$ cat src/rtl/spi_pkg.sv
// Shared types and helpers for the SPI master frame engine.
package spi_pkg;

  typedef enum logic [2:0] {IDLE, SETUP, SHIFT, HOLD, STOP} spi_state_e;

  // Divider counter width; a one-cycle half-period still needs one bit.
  function automatic int div_w(input int div);
    return (div <= 1) ? 1 : $clog2(div);
  endfunction

endpackage

$ cat src/rtl/spi_master_xfer_if.sv
// Host handshake plus SPI pins for the frame engine.
interface spi_master_xfer_if #(
  parameter int DATA_W = 8
);
  logic              tx_valid;
  logic              tx_ready;
  logic [DATA_W-1:0] tx_data;
  logic [DATA_W-1:0] rx_data;
  logic              done;
  logic              sclk;
  logic              cs_n;
  logic              mosi;
  logic              miso;

  modport master (
    input  tx_valid, tx_data, miso,
    output tx_ready, rx_data, done, sclk, cs_n, mosi
  );

  modport slave (
    output tx_valid, tx_data, miso,
    input  tx_ready, rx_data, done, sclk, cs_n, mosi
  );
endinterface

$ cat src/rtl/spi_clk_div.sv
// Half-period tick generator: counts 0..CLK_DIV-1 and ticks on terminal count.
module spi_clk_div
  import spi_pkg::*;
#(
  parameter int CLK_DIV = 2
) (
  input  logic clk,
  input  logic rst,
  input  logic clr,
  output logic tick
);
  localparam int W = div_w(CLK_DIV);
  localparam logic [W-1:0] TC = W'(CLK_DIV - 1);

  logic [W-1:0] cnt_q, cnt_d;

  assign tick = (cnt_q == TC);

  always_comb begin
    cnt_d = cnt_q + W'(1);
    if (clr || tick) cnt_d = '0;
  end

  always_ff @(posedge clk) begin
    if (rst) cnt_q <= '0;
    else     cnt_q <= cnt_d;
  end
endmodule

$ cat src/rtl/spi_master_xfer.sv
// Full-duplex SPI master: one frame per accepted word, all pins driven from flops.
module spi_master_xfer
  import spi_pkg::*;
#(
  parameter int DATA_W    = 8,
  parameter int CLK_DIV   = 2,
  parameter bit CPOL      = 1'b0,
  parameter bit CPHA      = 1'b0,
  parameter bit MSB_FIRST = 1'b1
) (
  input  logic                clk,
  input  logic                rst,
  spi_master_xfer_if.master   bus
);
  localparam int EW = $clog2(2 * DATA_W) + 1;
  localparam logic [EW-1:0] NEDGE = EW'(2 * DATA_W);
  localparam logic [EW-1:0] LAST  = EW'(2 * DATA_W - 1);

  spi_state_e        state_q, state_d;
  logic [DATA_W-1:0] sh_q, sh_d, rxs_q, rxs_d, rx_q, rx_d;
  logic [EW-1:0]     ecnt_q, ecnt_d;
  logic              sclk_q, sclk_d, cs_n_q, cs_n_d, mosi_q, mosi_d;
  logic              ready_q, ready_d, done_q, done_d;
  logic              tick, clr, accept, lead, last, smp, adv;

  function automatic logic first_bit(input logic [DATA_W-1:0] v);
    return MSB_FIRST ? v[DATA_W-1] : v[0];
  endfunction

  function automatic logic [DATA_W-1:0] shift_out(input logic [DATA_W-1:0] v);
    return MSB_FIRST ? {v[DATA_W-2:0], 1'b0} : {1'b0, v[DATA_W-1:1]};
  endfunction

  function automatic logic [DATA_W-1:0] shift_in(input logic [DATA_W-1:0] v, input logic b);
    return MSB_FIRST ? {v[DATA_W-2:0], b} : {b, v[DATA_W-1:1]};
  endfunction

  spi_clk_div #(.CLK_DIV(CLK_DIV)) u_div (
    .clk  (clk),
    .rst  (rst),
    .clr  (clr),
    .tick (tick)
  );

  assign accept = (state_q == IDLE) && bus.tx_valid && ready_q;
  assign lead   = ~ecnt_q[0];
  assign last   = (ecnt_q == LAST);
  assign smp    = CPHA ? ~lead : lead;
  // CPHA=0 presents bit 0 at accept, so the final trailing edge has nothing left to shift.
  assign adv    = CPHA ? lead : (~lead && ~last);
  assign clr    = accept || (state_d != state_q);

  always_comb begin
    state_d = state_q;
    sh_d    = sh_q;
    rxs_d   = rxs_q;
    rx_d    = rx_q;
    ecnt_d  = ecnt_q;
    sclk_d  = sclk_q;
    cs_n_d  = cs_n_q;
    mosi_d  = mosi_q;
    ready_d = ready_q;
    done_d  = done_q;
    case (state_q)
      IDLE: if (accept) begin
        state_d = SETUP;
        cs_n_d  = 1'b0;
        ready_d = 1'b0;
        ecnt_d  = '0;
        sh_d    = bus.tx_data;
        if (!CPHA) begin
          mosi_d = first_bit(bus.tx_data);
          sh_d   = shift_out(bus.tx_data);
        end
      end
      // Edge 0 fires on the tick that ends the CS lead time.
      SETUP, SHIFT: if (tick && ecnt_q != NEDGE) begin
        sclk_d  = ~sclk_q;
        ecnt_d  = ecnt_q + EW'(1);
        state_d = last ? HOLD : SHIFT;
        if (smp) rxs_d = shift_in(rxs_q, bus.miso);
        if (adv) begin
          mosi_d = first_bit(sh_q);
          sh_d   = shift_out(sh_q);
        end
      end
      HOLD: if (tick) begin
        state_d = STOP;
        cs_n_d  = 1'b1;
        done_d  = 1'b1;
        rx_d    = rxs_q;
        mosi_d  = 1'b0;
      end
      STOP: begin
        state_d = IDLE;
        done_d  = 1'b0;
        ready_d = 1'b1;
      end
      default: state_d = IDLE;
    endcase
  end

  always_ff @(posedge clk) begin
    if (rst) begin
      state_q <= IDLE;
      sh_q    <= '0;
      rxs_q   <= '0;
      rx_q    <= '0;
      ecnt_q  <= '0;
      sclk_q  <= CPOL;
      cs_n_q  <= 1'b1;
      mosi_q  <= 1'b0;
      ready_q <= 1'b1;
      done_q  <= 1'b0;
    end else begin
      state_q <= state_d;
      sh_q    <= sh_d;
      rxs_q   <= rxs_d;
      rx_q    <= rx_d;
      ecnt_q  <= ecnt_d;
      sclk_q  <= sclk_d;
      cs_n_q  <= cs_n_d;
      mosi_q  <= mosi_d;
      ready_q <= ready_d;
      done_q  <= done_d;
    end
  end

  assign bus.tx_ready = ready_q;
  assign bus.rx_data  = rx_q;
  assign bus.done     = done_q;
  assign bus.sclk     = sclk_q;
  assign bus.cs_n     = cs_n_q;
  assign bus.mosi     = mosi_q;
endmodule

$ cat src/flat_wrapper.sv
// flat-port wrapper written by rule: the top's interface ports become plain ports
module spi_master_xfer_flat import spi_pkg::*;
#(
  parameter int DATA_W    = 8,
  parameter int CLK_DIV   = 2,
  parameter bit CPOL      = 1'b0,
  parameter bit CPHA      = 1'b0,
  parameter bit MSB_FIRST = 1'b1
)
  (clk, rst, bus_tx_valid, bus_tx_data, bus_miso, bus_tx_ready, bus_rx_data, bus_done, bus_sclk, bus_cs_n, bus_mosi);
  spi_master_xfer_if #(.DATA_W(DATA_W)) bus_i ();
  input  logic clk;
  input  logic rst;
  input wire logic [$bits(bus_i.tx_valid)-1:0] bus_tx_valid;
  input wire logic [$bits(bus_i.tx_data)-1:0] bus_tx_data;
  input wire logic [$bits(bus_i.miso)-1:0] bus_miso;
  output wire logic [$bits(bus_i.tx_ready)-1:0] bus_tx_ready;
  output wire logic [$bits(bus_i.rx_data)-1:0] bus_rx_data;
  output wire logic [$bits(bus_i.done)-1:0] bus_done;
  output wire logic [$bits(bus_i.sclk)-1:0] bus_sclk;
  output wire logic [$bits(bus_i.cs_n)-1:0] bus_cs_n;
  output wire logic [$bits(bus_i.mosi)-1:0] bus_mosi;
  assign bus_i.tx_valid = bus_tx_valid;
  assign bus_i.tx_data = bus_tx_data;
  assign bus_i.miso = bus_miso;
  assign bus_tx_ready = bus_i.tx_ready;
  assign bus_rx_data = bus_i.rx_data;
  assign bus_done = bus_i.done;
  assign bus_sclk = bus_i.sclk;
  assign bus_cs_n = bus_i.cs_n;
  assign bus_mosi = bus_i.mosi;
  spi_master_xfer #(.DATA_W(DATA_W), .CLK_DIV(CLK_DIV), .CPOL(CPOL), .CPHA(CPHA), .MSB_FIRST(MSB_FIRST)) u_core (.clk(clk), .rst(rst), .bus(bus_i));
endmodule
$ cat config.mk
export PLATFORM = sky130hd
export DESIGN_NAME = spi_master_xfer_flat
export DESIGN_NICKNAME = d
export VERILOG_FILES = /design/src/rtl/spi_pkg.sv /design/src/rtl/spi_master_xfer_if.sv /design/src/rtl/spi_clk_div.sv /design/src/rtl/spi_master_xfer.sv /design/src/flat_wrapper.sv
export SDC_FILE = /design/constraint.sdc
export NUM_CORES = 1
export LEC_CHECK = 0
export BUFFER_PORTS_ARGS = -buffer_cell sky130_fd_sc_hd__buf_2
export CORE_AREA = 2 2 82 45
export CTS_BUF_LIST = sky130_fd_sc_hd__clkbuf_8 sky130_fd_sc_hd__clkbuf_16
export DETAILED_ROUTE_END_ITERATION = 6
export DIE_AREA = 0 0 84 47
export PLACE_DENSITY = 0.74
export SLEW_MARGIN = 20
export SYNTH_ARGS = -nofsm -noshare
export SYNTH_HDL_FRONTEND = slang
export SYNTH_HIERARCHICAL = 1
export SYNTH_SLANG_ARGS = --single-unit
$ cat constraint.sdc
create_clock -name clk -period 2.56 [get_ports clk]
set_input_delay 0.384 -clock clk [delete_from_list [all_inputs] [get_ports clk]]
set_output_delay 0.384 -clock clk [all_outputs]
set_load 0.01 [all_outputs]
## Word-level counts from Yosys, hierarchy flattened

Cells that the tools add are included.

| storage, ports and cells | value |
|---|---|
| word-level logic and storage cells | 72 |
| output and inout port bits | 13 |
| register bits after elaboration | 38 |
| input port bits | 12 |

| cells by class | value |
|---|---|
| reduce and logical (&&, ||, !) cells | 23 |
| add/sub/neg operators | 2 |
| bitwise operators | 3 |
| eq/ne operators | 11 |
| muxes and demuxes | 22 |

Operators by type and width:

| cell | number |
|---|---|
| $mux 8 | 3 |
| $pmux 8 s2 | 1 |
| $mux 5 | 2 |
| $pmux 5 s2 | 1 |
| $mux 3 | 3 |
| $pmux 3 s3 | 1 |
| $reduce_and 3->1 | 3 |
| $reduce_and 2->1 | 4 |
| $reduce_bool 2->1 | 4 |
| $mux 1 | 7 |
| $eq 3x2->1 const B | 2 |
| $ne 2x1->1 const B | 3 |
| $pmux 1 s2 | 3 |
| $add 5x1->5 const B | 1 |
| $eq 5x4->1 const B | 1 |
| $ne 5x5->1 const B | 1 |
| $reduce_and 5->1 | 1 |
| $logic_and 1x1->1 | 4 |
| $reduce_and 4->1 | 1 |
| $reduce_or 2->1 | 2 |
| $eq 3x1->1 const B | 1 |
| $eq 3x3->1 const B | 1 |
| $logic_not 3->1 | 1 |
| $ne 3x3->1 | 1 |
| other kinds (6) | 9 |

## Depth between registers and ports, before layout

Gate-level depths: netlist of run 1.

| logic depth | value |
|---|---|
| depth after elaboration | 9 |
| depth in mapped cells | 8 |
| mapped depth without buffers | 7 |

## Cells and area by module

Netlist of run 1, hierarchy kept.

By module, submodules not included:

| module | sequential area each (um2) | instances | cells each | area each (um2) |
|---|---|---|---|---|
| spi_master_xfer | 720.7 | 1 | 181 | 1,654.1 |
| spi_clk_div | 20.0 | 1 | 2 | 30.0 |

## Worst setup path after synthesis of run 1

OpenSTA, ideal clock, no wires.

| timing | value |
|---|---|
| path kind | register to register |
| start | register u_core.ecnt_q[0] |
| end | register u_core.ecnt_q[3] |
| data required time | 2.502 ns |
| path slack | 0.765 ns |
| path buffers | 0 |
| setup time | 0.058 ns |
| clock period less this slack | 1.795 ns |
| arrival time | 1.737 ns |
| stages on the path, launching flop included | 7 |
| cells stage by stage | dfxtp_1 > inv_2 > ha_1 > nor4bb_4 > or4b_4 > a2111o_1 > nand2_1 |

| between the ends | value |
|---|---|
| word-level cells in the longest chain between the ends | 4 |
| elaborated cells between the ends (all ways) | 7 |
| classes of those cells | 1 x add/sub; 2 x eq/ne; 2 x mux; 2 x reduce/logical |

RTL lines:

| element | RTL line | text |
|---|---|---|
| from (decl) | spi_master_xfer.sv:21 | `logic [EW-1:0] ecnt_q, ecnt_d;` |
| from (signal assigned) | spi_master_xfer.sv:120 | `ecnt_q <= ecnt_d;` |
| parallel branches: the longest is 4 deep, another holds $add 5x1->5 | n/a |  |

Parallel ways; which one is timed is not known. The select of a mux whose other input is x is not followed.
A chain may end at the register's enable or synchronous reset.

## Worst setup path after layout of run 1

| timing | value |
|---|---|
| start | register u_core.ecnt_q[0] |
| end | register u_core.rxs_q[6] |

| between the ends | value |
|---|---|
| word-level cells in the longest chain between the ends | 3 |
| elaborated cells between the ends (all ways) | 4 |
| classes of those cells | 1 x eq/ne; 1 x bitwise; 2 x reduce/logical |

RTL lines:

| element | RTL line | text |
|---|---|---|
| $ne 5x5->1 | spi_master_xfer.sv:77 | `SETUP, SHIFT: if (tick && ecnt_q != NEDGE) begin` |
| $logic_and 1x1->1 | spi_master_xfer.sv:77 |  |
| $reduce_and 3->1 (no source line) (*) | n/a |  |
| to (signal assigned) | spi_master_xfer.sv:118 | `rxs_q <= rxs_d;` |
| to (decl) | spi_master_xfer.sv:20 | `logic [DATA_W-1:0] sh_q, sh_d, rxs_q, rxs_d, rx_q, rx_d;` |

Every way passes the cells marked *; elsewhere a longest branch is shown, timed or not.

==> results by group, run 1 <==
Clocking
  • Hold_buf cts: 0
  • Worst-path clk slew: 0.06 ns
  • Post-CTS setup buffer count: 0
  • CTS buffer count: 5
  • Post-CTS sizing: 0
  • CTS tree: built
  • Worst-Skew Late Latency: 0.29 ns
  • H-tree levels: 2
  • CTS Sinks: 37
  • Root Driver: clkbuf_8
  • Longest Clk Path Bufs: 2

Finish
  • Layout area overhead: 12.9%
  • Diode count: 0
  • Filler cells: between 200 and 300
  • Nets@finish: 220
  • Layout cells sized above 1: 20.5%
  • Storage cell area: roughly 740 µm²
  • Multi-input combinational cell area: approximately 860 µm²

Setup path
  • Worst-path fanout max: 9
  • Crit path kind: flop to flop
  • Nature of the critical path endpoint: flop
  • Startpoint types: flop
  • Worst Path Arrival: around 2.2 ns
  • Req. time, crit path: between 2 and 3 ns

Timing
  • Fin. Hold Viols: 0
  • Least-Margin Pin Slew: 0.590 ns
  • RSZ-0062 raised after global routing: no
  • Min Tclk post-route: between 2 and 2.5 ns
  • Setup skew after layout: between 0.004 and 0.005 ns
  • Fmax: about 500 MHz
  • Setup total negative slack: 0 ns
  • Fin. max-slew vios: 0
  • Slew HR: around three fifths
  • Final worst path period share: between 70% and 80%
  • Final setup vio count: 0

Flow run
  • Max cap viols: 0

Pwr
  • Pwr dens: 639 nW/µm²
  • Total power draw: ~0.0012 W
  • Static Leak: roughly 0.73 nW
  • Peak supply drop: ~0.37 mV

Logic synthesis
  • Share of the synthesized area in the top cell type: approximately 44%
  • Seq/Total Area, Yosys: 44.0%
  • Area contributors post-synth: dfxtp_1 44%, mux2i_1 8.3%, nand2_1 7.6%
  • Post-synthesis register bit count: 37
  • Synthesized area per cell: 9.20 µm²
  • Async S/R FF share, synth: 0%
  • Ys flop type: dfxtp_1
  • Top cells by instance count after synthesis: 37 x dfxtp_1, 34 x nand2_1, 15 x nor2_1
  • Syn nets: about 200
  • Yosys cell types: slightly above 40
  • Cell taking the most area after synthesis: dfxtp_1
  • Post-synthesis cell count: roughly 180
  • Ys Warns: 6
  • Count leader, synth: dfxtp_1
  • Post-Syn Area: around 1700 µm²
  • Post-synth EDFFs: 0

Die
  • Chip Height: 47 µm
  • Core ar.: around 3200 µm²
  • Die area: 3950 µm²
  • # rows: 15
  • Die X-Extent: approximately 84 µm
  • Initial core utilization: around half
  • IO Pins: 25

Route
  • DR vias: about 1400
  • Final ANT Viol Nets: 0
  • Residual DRC: 0
  • DR WL/cell: about 15 µm
  • DRT Pass-1 Iters: 4
  • Vias per cell: between 5 and 6
  • DRT iter0 DRCs: around 130
  • Routed Wire Length: between 3 and 4 mm

Place
  • I/O Buffers: 24
  • Post-DP HPWL: 2.62 mm
  • Routability congestion estimate: between 0.8 and 0.9

Global routing
  • First-pass GRT wire length: 6.09 mm
  • Vias in the first global route: around 1300
  • Initial antenna violation count: 0
  • Total track usage: 20.7%
  • Pin count of the biggest net entering global routing: 29
  • Overflow after GRT: 0

Worst hold path
  • Min-Delay Path Class: primary input to flop

Run status
  • Status: complete, no violations
-- sequential cells by signal (all words and copies together) (netlist names) --
name / flops
u_core/rxs_q: 8
u_core/u_div/tick: 1
u_core/bus.rx_data: 8
u_core/state_q: 3
u_core/ecnt_q: 5
u_core/bus.sclk: 1
u_core/bus.done: 1
u_core/sh_q: 7
u_core/bus.mosi: 1
u_core/bus.tx_ready: 1
u_core/bus.cs_n: 1
-- final timing paths --
kind | endpoint | slack (ns) | depth (start not counted) | from
max reg2reg | u_core/rxs_q[6] | 0.56 | 6 | u_core/ecnt_q[0]
min reg2reg | u_core/bus.rx_data[0] | 0.45 | 2 | u_core/bus.rx_data[0]
max | u_core/rxs_q[6] | 0.56 | 6 | u_core/ecnt_q[0]
min | u_core/sh_q[1] | 0.34 | 3 | bus_tx_data[0]
-- through the flow --
stage          hold slack, ns  utilization [%]  worst slack (ns)  cells  cell area, µm²
3_5_place_dp            0.446             55.9             0.589    240            1810
4_1_cts                 0.331             58.5             0.555    247            1900
3_3_place_gp            0.442             55.9             0.733    240            1810
2_1_floorplan           0.428                -             0.765    183            1680
6_report                0.336             58.5             0.556    247            1900
5_1_grt                 0.324             58.5             0.443    247            1900
-- kinds of logic (layout without fill, tap and decap cells) --
logic type               count (synthesis)  count (layout)  share of synthesized area (%)
AND/OR/NAND/NOR                         74              74                           23.6
flip-flops                              37              37                           44.0
AO/OA/AOI/OAI                           36              36                           15.0
buffers and inverters                   17              39                           4.75
multiplexers                            14              14                           8.32
adder cells (fa/ha/maj)                  3               3                           2.23
XOR/XNOR                                 2               2                           2.15
-- cells in the final DEF, fill, tap and decap left out, types with 3 or more instances in the layout --
cell type / n
nand2_1: 34
nor3_1: 5
clkbuf_8: 6
a221oi_1: 7
inv_2: 3
mux2i_1: 14
nand4_1: 3
nor2_1: 15
ha_1: 3
inv_1: 4
o21ai_1: 3
buf_2: 24
dfxtp_1: 37
a21oi_1: 13
-- power by group --
| group | total [W] | switching (W) | leakage (nW) | internal, W |
|---|---|---|---|---|
| clock | 0.000399 | 0.000190 | 0.0485 | 0.000209 |
| combinational | 0.000181 | 0.0000979 | 0.380 | 0.0000830 |
| sequential | 0.000634 | 0.0000292 | 0.301 | 0.000605 |
-- cell type report --
type / instances / share of cell area, %
clock buffer: 6 / 4.34
tap: 42 / 2.76
sequential: 37 / 39.0
inverter: 6 / 1.18
clock inverter: 1 / 0.197
timing repair buffer: 26 / 7.11
multi-input combinational: 129 / 45.4
-- metal layers --
| layer | vias to the layer above | routed length, µm | GRT usage (%) |
|---|---|---|---|
| met5 | - | 0 | 0 |
| li1 | 695 | - | - |
| met1 | 658 | 1830 | 26.7 |
| met2 | 32 | 1640 | 33.1 |
| met4 | 0 | 8 | 6.77 |
| met3 | 2 | 231 | 7.91 |
-- critical path: stages (launching register included) --
cell and delay, ns:
dfxtp_1 0.40, inv_2 0.08, ha_1 0.22, nor4bb_4 0.19, nor4b_4 0.27, and2_1 0.48
mux2i_1 0.28
Note: power is estimated with default switching activity, not from simulation.
==> inputs of run 2 (changes only) <==
==> constraint.sdc (replaced) <==
create_clock -name clk -period 1.95 [get_ports clk]
set_input_delay 0.2925 -clock clk [delete_from_list [all_inputs] [get_ports clk]]
set_output_delay 0.2925 -clock clk [all_outputs]
set_load 0.01 [all_outputs]
==> run 2 against run 1 <==
Effect of this change: count of clock-buffer cells in the layout down 1; die area did not move; clock power up 27%.
==> results by group, run 2 (synthesis results as in run 1) <==
Setup path
  • Largest delay share family, worst path: simple AND/OR/NAND/NOR gates
  • Cell chain of the critical path: inv_1, ha_1, nor4bb_4, or4b_4, a2111o_1, nand2_1
  • Register-to-Register Setup Slack: 0.08 ns (-0.47 ns)
  • Nature of the critical path endpoint: flop
  • Startpoint types: flop
  • Worst Path Arrival: 2.11 ns (-0.10 ns)
  • Req. time, crit path: 2.19 ns (-0.57 ns)
  • Worst path slowest cell: or4b_4
  • Worst-path fanout max: 4 (-5)
  • Buf/Inv on CP: 1 (unchanged)
  • Largest incremental delay on the critical path: 0.56 ns (+0.08 ns)
  • Crit path kind: flop to flop

Route
  • DR WL/cell: 14.8 µm (-1.7%)
  • Residual DRC: 0 (unchanged)
  • Vias per cell: 5.66 (+0.82%)
  • DR vias: 1438 (+3.7%)
  • DRT iter0 DRCs: 169 (+33%)
  • Routed Wire Length: 3.76 mm (+1.1%)
  • DRT Pass-1 Iters: 6 (+2)
  • Final ANT Viol Nets: 0 (unchanged)

Run status
  • Status: complete, no violations

Global routing
  • Initial antenna violation count: 0 (unchanged)
  • First-pass GRT wire length: 6.10 mm (+0.11%)
  • Total track usage: 20.4% (-0.24 points)
  • Overflow after GRT: 0 (unchanged)
  • Vias in the first global route: 1309 (+0.85%)
  • Pin count of the biggest net entering global routing: 29 (unchanged)

Finish
  • Most common cell after layout, fill and taps aside: dfxtp_1
  • Diode count: 0 (unchanged)
  • Nets@finish: 226 (+2.7%)
  • End-of-flow core utilization: 60.6% (+2.0 points)
  • Commonest non-fill, non-tap cells in the layout: 35 x dfxtp_1, 33 x nand2_1, 24 x buf_2
  • Layout area overhead: 16.8%
  • Layout cells sized above 1: 25.5% (+5.0 points)

Timing
  • Final worst path period share: 95.7% (+17 points)
  • RSZ-0062 raised after global routing: no
  • Fin. max-slew vios: 0 (unchanged)
  • Final worst setup slack: 0.0841 ns (-0.471 ns)
  • Final setup vio count: 0 (unchanged)
  • Setup skew after layout: 0.00776 ns (+0.00315 ns)
  • Fmax: 536 MHz (+7.4%)
  • Fin. Hold Viols: 0 (unchanged)
  • Min Tclk post-route: 1.87 ns (-0.139 ns)
  • Least-Margin Pin Slew: 0.537 ns (-0.0528 ns)
  • Hold_ws: 0.241 ns (-0.0946 ns)
  • Slew HR: 64.2% (+4.1 points)

Clocking
  • Worst-Skew Late Latency: 0.29 ns (about the same)
  • Root Driver: clkbuf_8
  • Worst-path clk slew: 0.07 ns (about the same)
  • H-tree levels: 2 (unchanged)
  • CTS buffer count: 5 (unchanged)
  • CTS tree: built
  • Hold_buf cts: 0 (unchanged)
  • CTS Sinks: 37 (unchanged)
  • Longest Clk Path Bufs: 2 (unchanged)

Place
  • Routability congestion estimate: 0.914 (+2.7%)
  • Place WS: -0.0562 ns (-0.645 ns)
  • I/O Buffers: 24 (unchanged)
  • Post-DP HPWL: 2.76 mm (+5.2%)

Die
  • # rows: 15 (unchanged)
  • Initial core utilization: 51.9% (unchanged)
  • IO Pins: 25 (unchanged)
  • Die X-Extent: 84 µm (unchanged)
  • Chip Height: 47 µm (unchanged)
  • Core ar.: 3250 µm² (unchanged)
  • Die area: 3950 µm² (unchanged)

Pwr
  • Logic pwr share: 16.2% (+1.3 points)
  • Clock Power Share: 31.8% (-1.1 points)
  • Peak supply drop: 0.466 mV (+25%)
  • Cell Int Power: 0.00116 W (+29%)
  • Psw: 0.000438 W (+38%)
  • Reg power frac: 52.0% (-0.2 points)
  • Static Leak: 0.765 nW (+4.8%)
  • Switching share of power: 27.4% (+1.3 points)
  • Pwr dens: 812 nW/µm² (+27%)

Flow run
  • Max cap viols: 0 (unchanged)

Worst hold path
  • Min-Delay Path Class: primary input to flop
[run 2: routing by layer]
metal,track usage (%),share of wire [%]
met5,0,0
met4,10.0,1.7
met1,27.7,50
met3,5.10,6.6
met2,31.7,41
[run 2: worst min-delay path, delay by kind of cell]
family | cells | cell delay [ns]
AND/OR/NAND/NOR | 1 | 0.05
buffers and inverters | 1 | 0.08
AO/OA/AOI/OAI | 1 | 0.07
[run 2: area by class of cell]
cell class,instances,area (µm²)
multi-input combinational,129,873
sequential,37,743
inverter,6,22.5
timing repair buffer,32,193
clock inverter,3,13.8
tap,42,52.6
fill,282,1280
clock buffer,5,68.8
[run 2: power groups by stage]
stage	combinational, W	clock [W]	sequential, W
after detailed placement	0.000246	0	0.000848
final	0.000258	0.000508	0.000832
after floorplan	0.000191	0	0.000835
after CTS	0.000253	0.000522	0.000830
after global routing	0.000282	0.000544	0.000837
after global placement	0.000237	0	0.000844
[run 2: through the flow]
step	cell area, µm²	power [W]	TNS [ns]	std cells
after detailed placement	1860	0.00109	-0.0562	244
final	1970	0.00160	0	254
after CTS	1950	0.00161	0	254
after global routing	1970	0.00166	0	254
after floorplan	1680	0.00103	0	183
after global placement	1860	0.00108	0	244
[run 2: what timing repair did]
item | 4_1_cts | 5_1_grt
endpoints found under the hold margin | 0 | 0
setup buffers | 2 | 0
resized for setup | 0 | 5
setup endpoints to repair | 2 | 9
pin swaps | 1 | 2
[run 2: worst paths after layout]
path / endpoint / startpoint / cells after the start
worst max-delay path: u_core/ecnt_q[3] / u_core/ecnt_q[1] / 6
worst min-delay path: u_core/sh_q[1] / bus_tx_data[0] / 3
worst max register to register: u_core/ecnt_q[3] / u_core/ecnt_q[1] / 6
worst min register to register: u_core/bus.rx_data[1] / u_core/bus.rx_data[1] / 2
==> inputs of run 3 (changes only) <==
--- a/config.mk
+++ b/config.mk
@@ -11,6 +11,7 @@
 export DETAILED_ROUTE_END_ITERATION = 6
 export DIE_AREA = 0 0 84 47
 export PLACE_DENSITY = 0.74
+export REMOVE_ABC_BUFFERS = 1
 export SLEW_MARGIN = 20
 export SYNTH_ARGS = -nofsm -noshare
 export SYNTH_HDL_FRONTEND = slang
==> run 3 against run 2 <==
Effect of this change: total power grew 1.7%; final cell count shrank 0.79%; combinational power grew 3%; via count shrank 1.7%; global-route usage shrank 0.36 points; register-to-register slack lost 0.02 ns; non-clock buffer count shrank 1; sequential power is essentially flat.
==> results by group, run 3 (synthesis results as in run 1) <==
Run status
  • Status: complete, no violations

Setup path
  • R2r worst-path depth: 6 (unchanged)
  • Register-to-Register Setup Slack: 0.06 ns (-0.02 ns)
  • Startpoint types: flop
  • Worst-path fanout max: 6 (+2)
  • Reg-to-Reg Start: u_core/ecnt_q[0]
  • Worst reg2reg endpoint: u_core/sh_q[5]
  • Worst Path Arrival: 2.07 ns (-0.04 ns)
  • Crit path kind: flop to flop
  • Nature of the critical path endpoint: flop
  • Req. time, crit path: 2.13 ns (-0.06 ns)

Clocking
  • CTS buffer count: 5 (unchanged)
  • H-tree levels: 2 (unchanged)
  • Worst-path clk slew: 0.07 ns (about the same)
  • CTS Sinks: 37 (unchanged)
  • Longest Clk Path Bufs: 2 (unchanged)
  • Root Driver: clkbuf_8
  • CTS tree: built
  • Worst-Skew Late Latency: 0.28 ns (about the same)

Route
  • DR WL/cell: 15.1 µm (+1.8%)
  • Vias per cell: 5.61 (-0.89%)
  • DRT iter0 DRCs: 74 (-56%)
  • Final ANT Viol Nets: 0 (unchanged)
  • DR vias: 1414 (-1.7%)
  • DRT Pass-1 Iters: 4 (-2)
  • Top routing layer in use: met4
  • Wl on met1: 1.94 mm (+2.8%)
  • WL met3: 225 µm (-9.3%)
  • Routed Wire Length: 3.79 mm (+0.96%)
  • Met2 wire length: 1.59 mm (+2.6%)
  • Residual DRC: 0 (unchanged)

Timing
  • RSZ-0062 raised after global routing: yes
  • Fin. Hold Viols: 0 (unchanged)
  • Final setup vio count: 0 (unchanged)
  • Slew HR: 54.7% (-9.5 points)
  • Least-Margin Pin Slew: 0.670 ns (+0.133 ns)
  • Hold_ws: 0.242 ns (+0.000520 ns)
  • Min Tclk post-route: 1.89 ns (+0.0227 ns)
  • Fin. max-slew vios: 0 (unchanged)
  • Setup skew after layout: 0.00315 ns (-0.00460 ns)
  • Fmax: 530 MHz (-1.2%)
  • Final worst path period share: 96.8% (+1.2 points)

Finish
  • Filler cells: 294 (+4.3%)
  • Storage cell area: 743 µm² (unchanged)
  • Diode count: 0 (unchanged)
  • Multi-input combinational cell area: 875 µm² (+0.14%)
  • Layout cells sized above 1: 24.3% (-1.2 points)
  • Commonest non-fill, non-tap cells in the layout: 35 x dfxtp_1, 34 x nand2_1, 24 x buf_2
  • Nets@finish: 225 (-0.44%)
  • Layout area overhead: 16.6%
  • Most common cell after layout, fill and taps aside: dfxtp_1
  • Post-route cell area: 1960 µm² (-0.13%)

Die
  • Die area: 3950 µm² (unchanged)
  • Initial core utilization: 51.9% (unchanged)
  • Chip Height: 47 µm (unchanged)
  • IO Pins: 25 (unchanged)
  • Die X-Extent: 84 µm (unchanged)
  • Core ar.: 3250 µm² (unchanged)
  • # rows: 15 (unchanged)

Place
  • Post-DP HPWL: 2.72 mm (-1.4%)
  • Placed Area: 1850 µm² (-0.40%)
  • I/O Buffers: 24 (unchanged)
  • Routability congestion estimate: 0.821 (-10%)

Global routing
  • First-pass GRT wire length: 5.96 mm (-2.3%)
  • Vias in the first global route: 1215 (-7.2%)
  • Initial antenna violation count: 0 (unchanged)
  • Overflow after GRT: 0 (unchanged)
  • Total track usage: 20.1% (-0.36 points)
  • Pin count of the biggest net entering global routing: 29 (unchanged)

Worst hold path
  • Min-Delay Path Class: primary input to flop
  • Hold Path Stages: 3 (unchanged)
  • Worst hold start: bus_tx_data[0]
  • WHS Endpoint: u_core/sh_q[1]

Pwr
  • Peak supply drop: 0.437 mV (-6.3%)
  • Pwr dens: 827 nW/µm² (+1.8%)
  • Static Leak: 0.761 nW (-0.42%)

Flow run
  • Max cap viols: 0 (unchanged)
[run 3: changes by cell type in the layout (fill, tap and decap cells not counted), sizes merged]
cell,before,now
clkbuf,5,6
buf,32,31
clkinv,2,0
[run 3: per-stage QoR]
stage / utilization [%] / worst slack [ns] / std cells / power (W) / TNS (ns)
after detailed placement: 57.0 / -0.0130 / 243 / 0.00110 / -0.0252
after floorplan: - / -0.0636 / 172 / 0.00101 / -0.486
after global placement: 57.0 / 0.0954 / 243 / 0.00109 / 0
after CTS: 59.6 / 0.0144 / 250 / 0.00163 / 0
after global routing: 60.5 / -0.0292 / 252 / 0.00171 / -0.0622
final: 60.5 / 0.0615 / 252 / 0.00162 / 0
[run 3: worst max-delay path by stage]
stage | startpoint | end | slack, ns
global route | u_core/ecnt_q[0] | u_core/sh_q[6] | -0.03
global placement | u_core/ecnt_q[0] | u_core/u_div/tick | 0.1
CTS | u_core/ecnt_q[0] | u_core/ecnt_q[4] | 0.01
finish | u_core/ecnt_q[0] | u_core/sh_q[5] | 0.06
floorplan | u_core/ecnt_q[0] | u_core/rxs_q[1] | -0.06
detailed placement | u_core/ecnt_q[0] | u_core/u_div/tick | -0.01
[run 3: area by class of cell]
cell class | count | share of cell area [%]
clock buffer | 6 | 4.20
clock inverter | 1 | 0.191
inverter | 6 | 1.15
multi-input combinational | 129 | 44.5
sequential | 37 | 37.8
tap | 42 | 2.68
timing repair buffer | 31 | 9.43
[run 3: layer usage]
layer	vias to the layer above	global-route usage, %
li1	705	-
met1	673	28.9
met2	31	29.1
met3	5	5.98
met4	0	6.77
met5	-	0
[run 3: critical path: stages, from the launching register on]
cell and delay, ns:
dfxtp_2 0.36, inv_2 0.06, ha_1 0.22, nor4bb_4 0.19, nor4b_4 0.38, nand2_1 0.24
a221oi_1 0.34
[run 3: power by group]
part | internal, W | switching [W]
clock network | 0.000275 | 0.000251
registers | 0.000794 | 0.0000399
logic | 0.000123 | 0.000142
total | 0.00119 | 0.000432
[run 3: what timing repair did]
item	4_1_cts	5_1_grt
pin swaps	1	3
buffers inserted	0	2
hold buffers	0	0
endpoints found under the setup margin	4	18
resized for setup	0	4
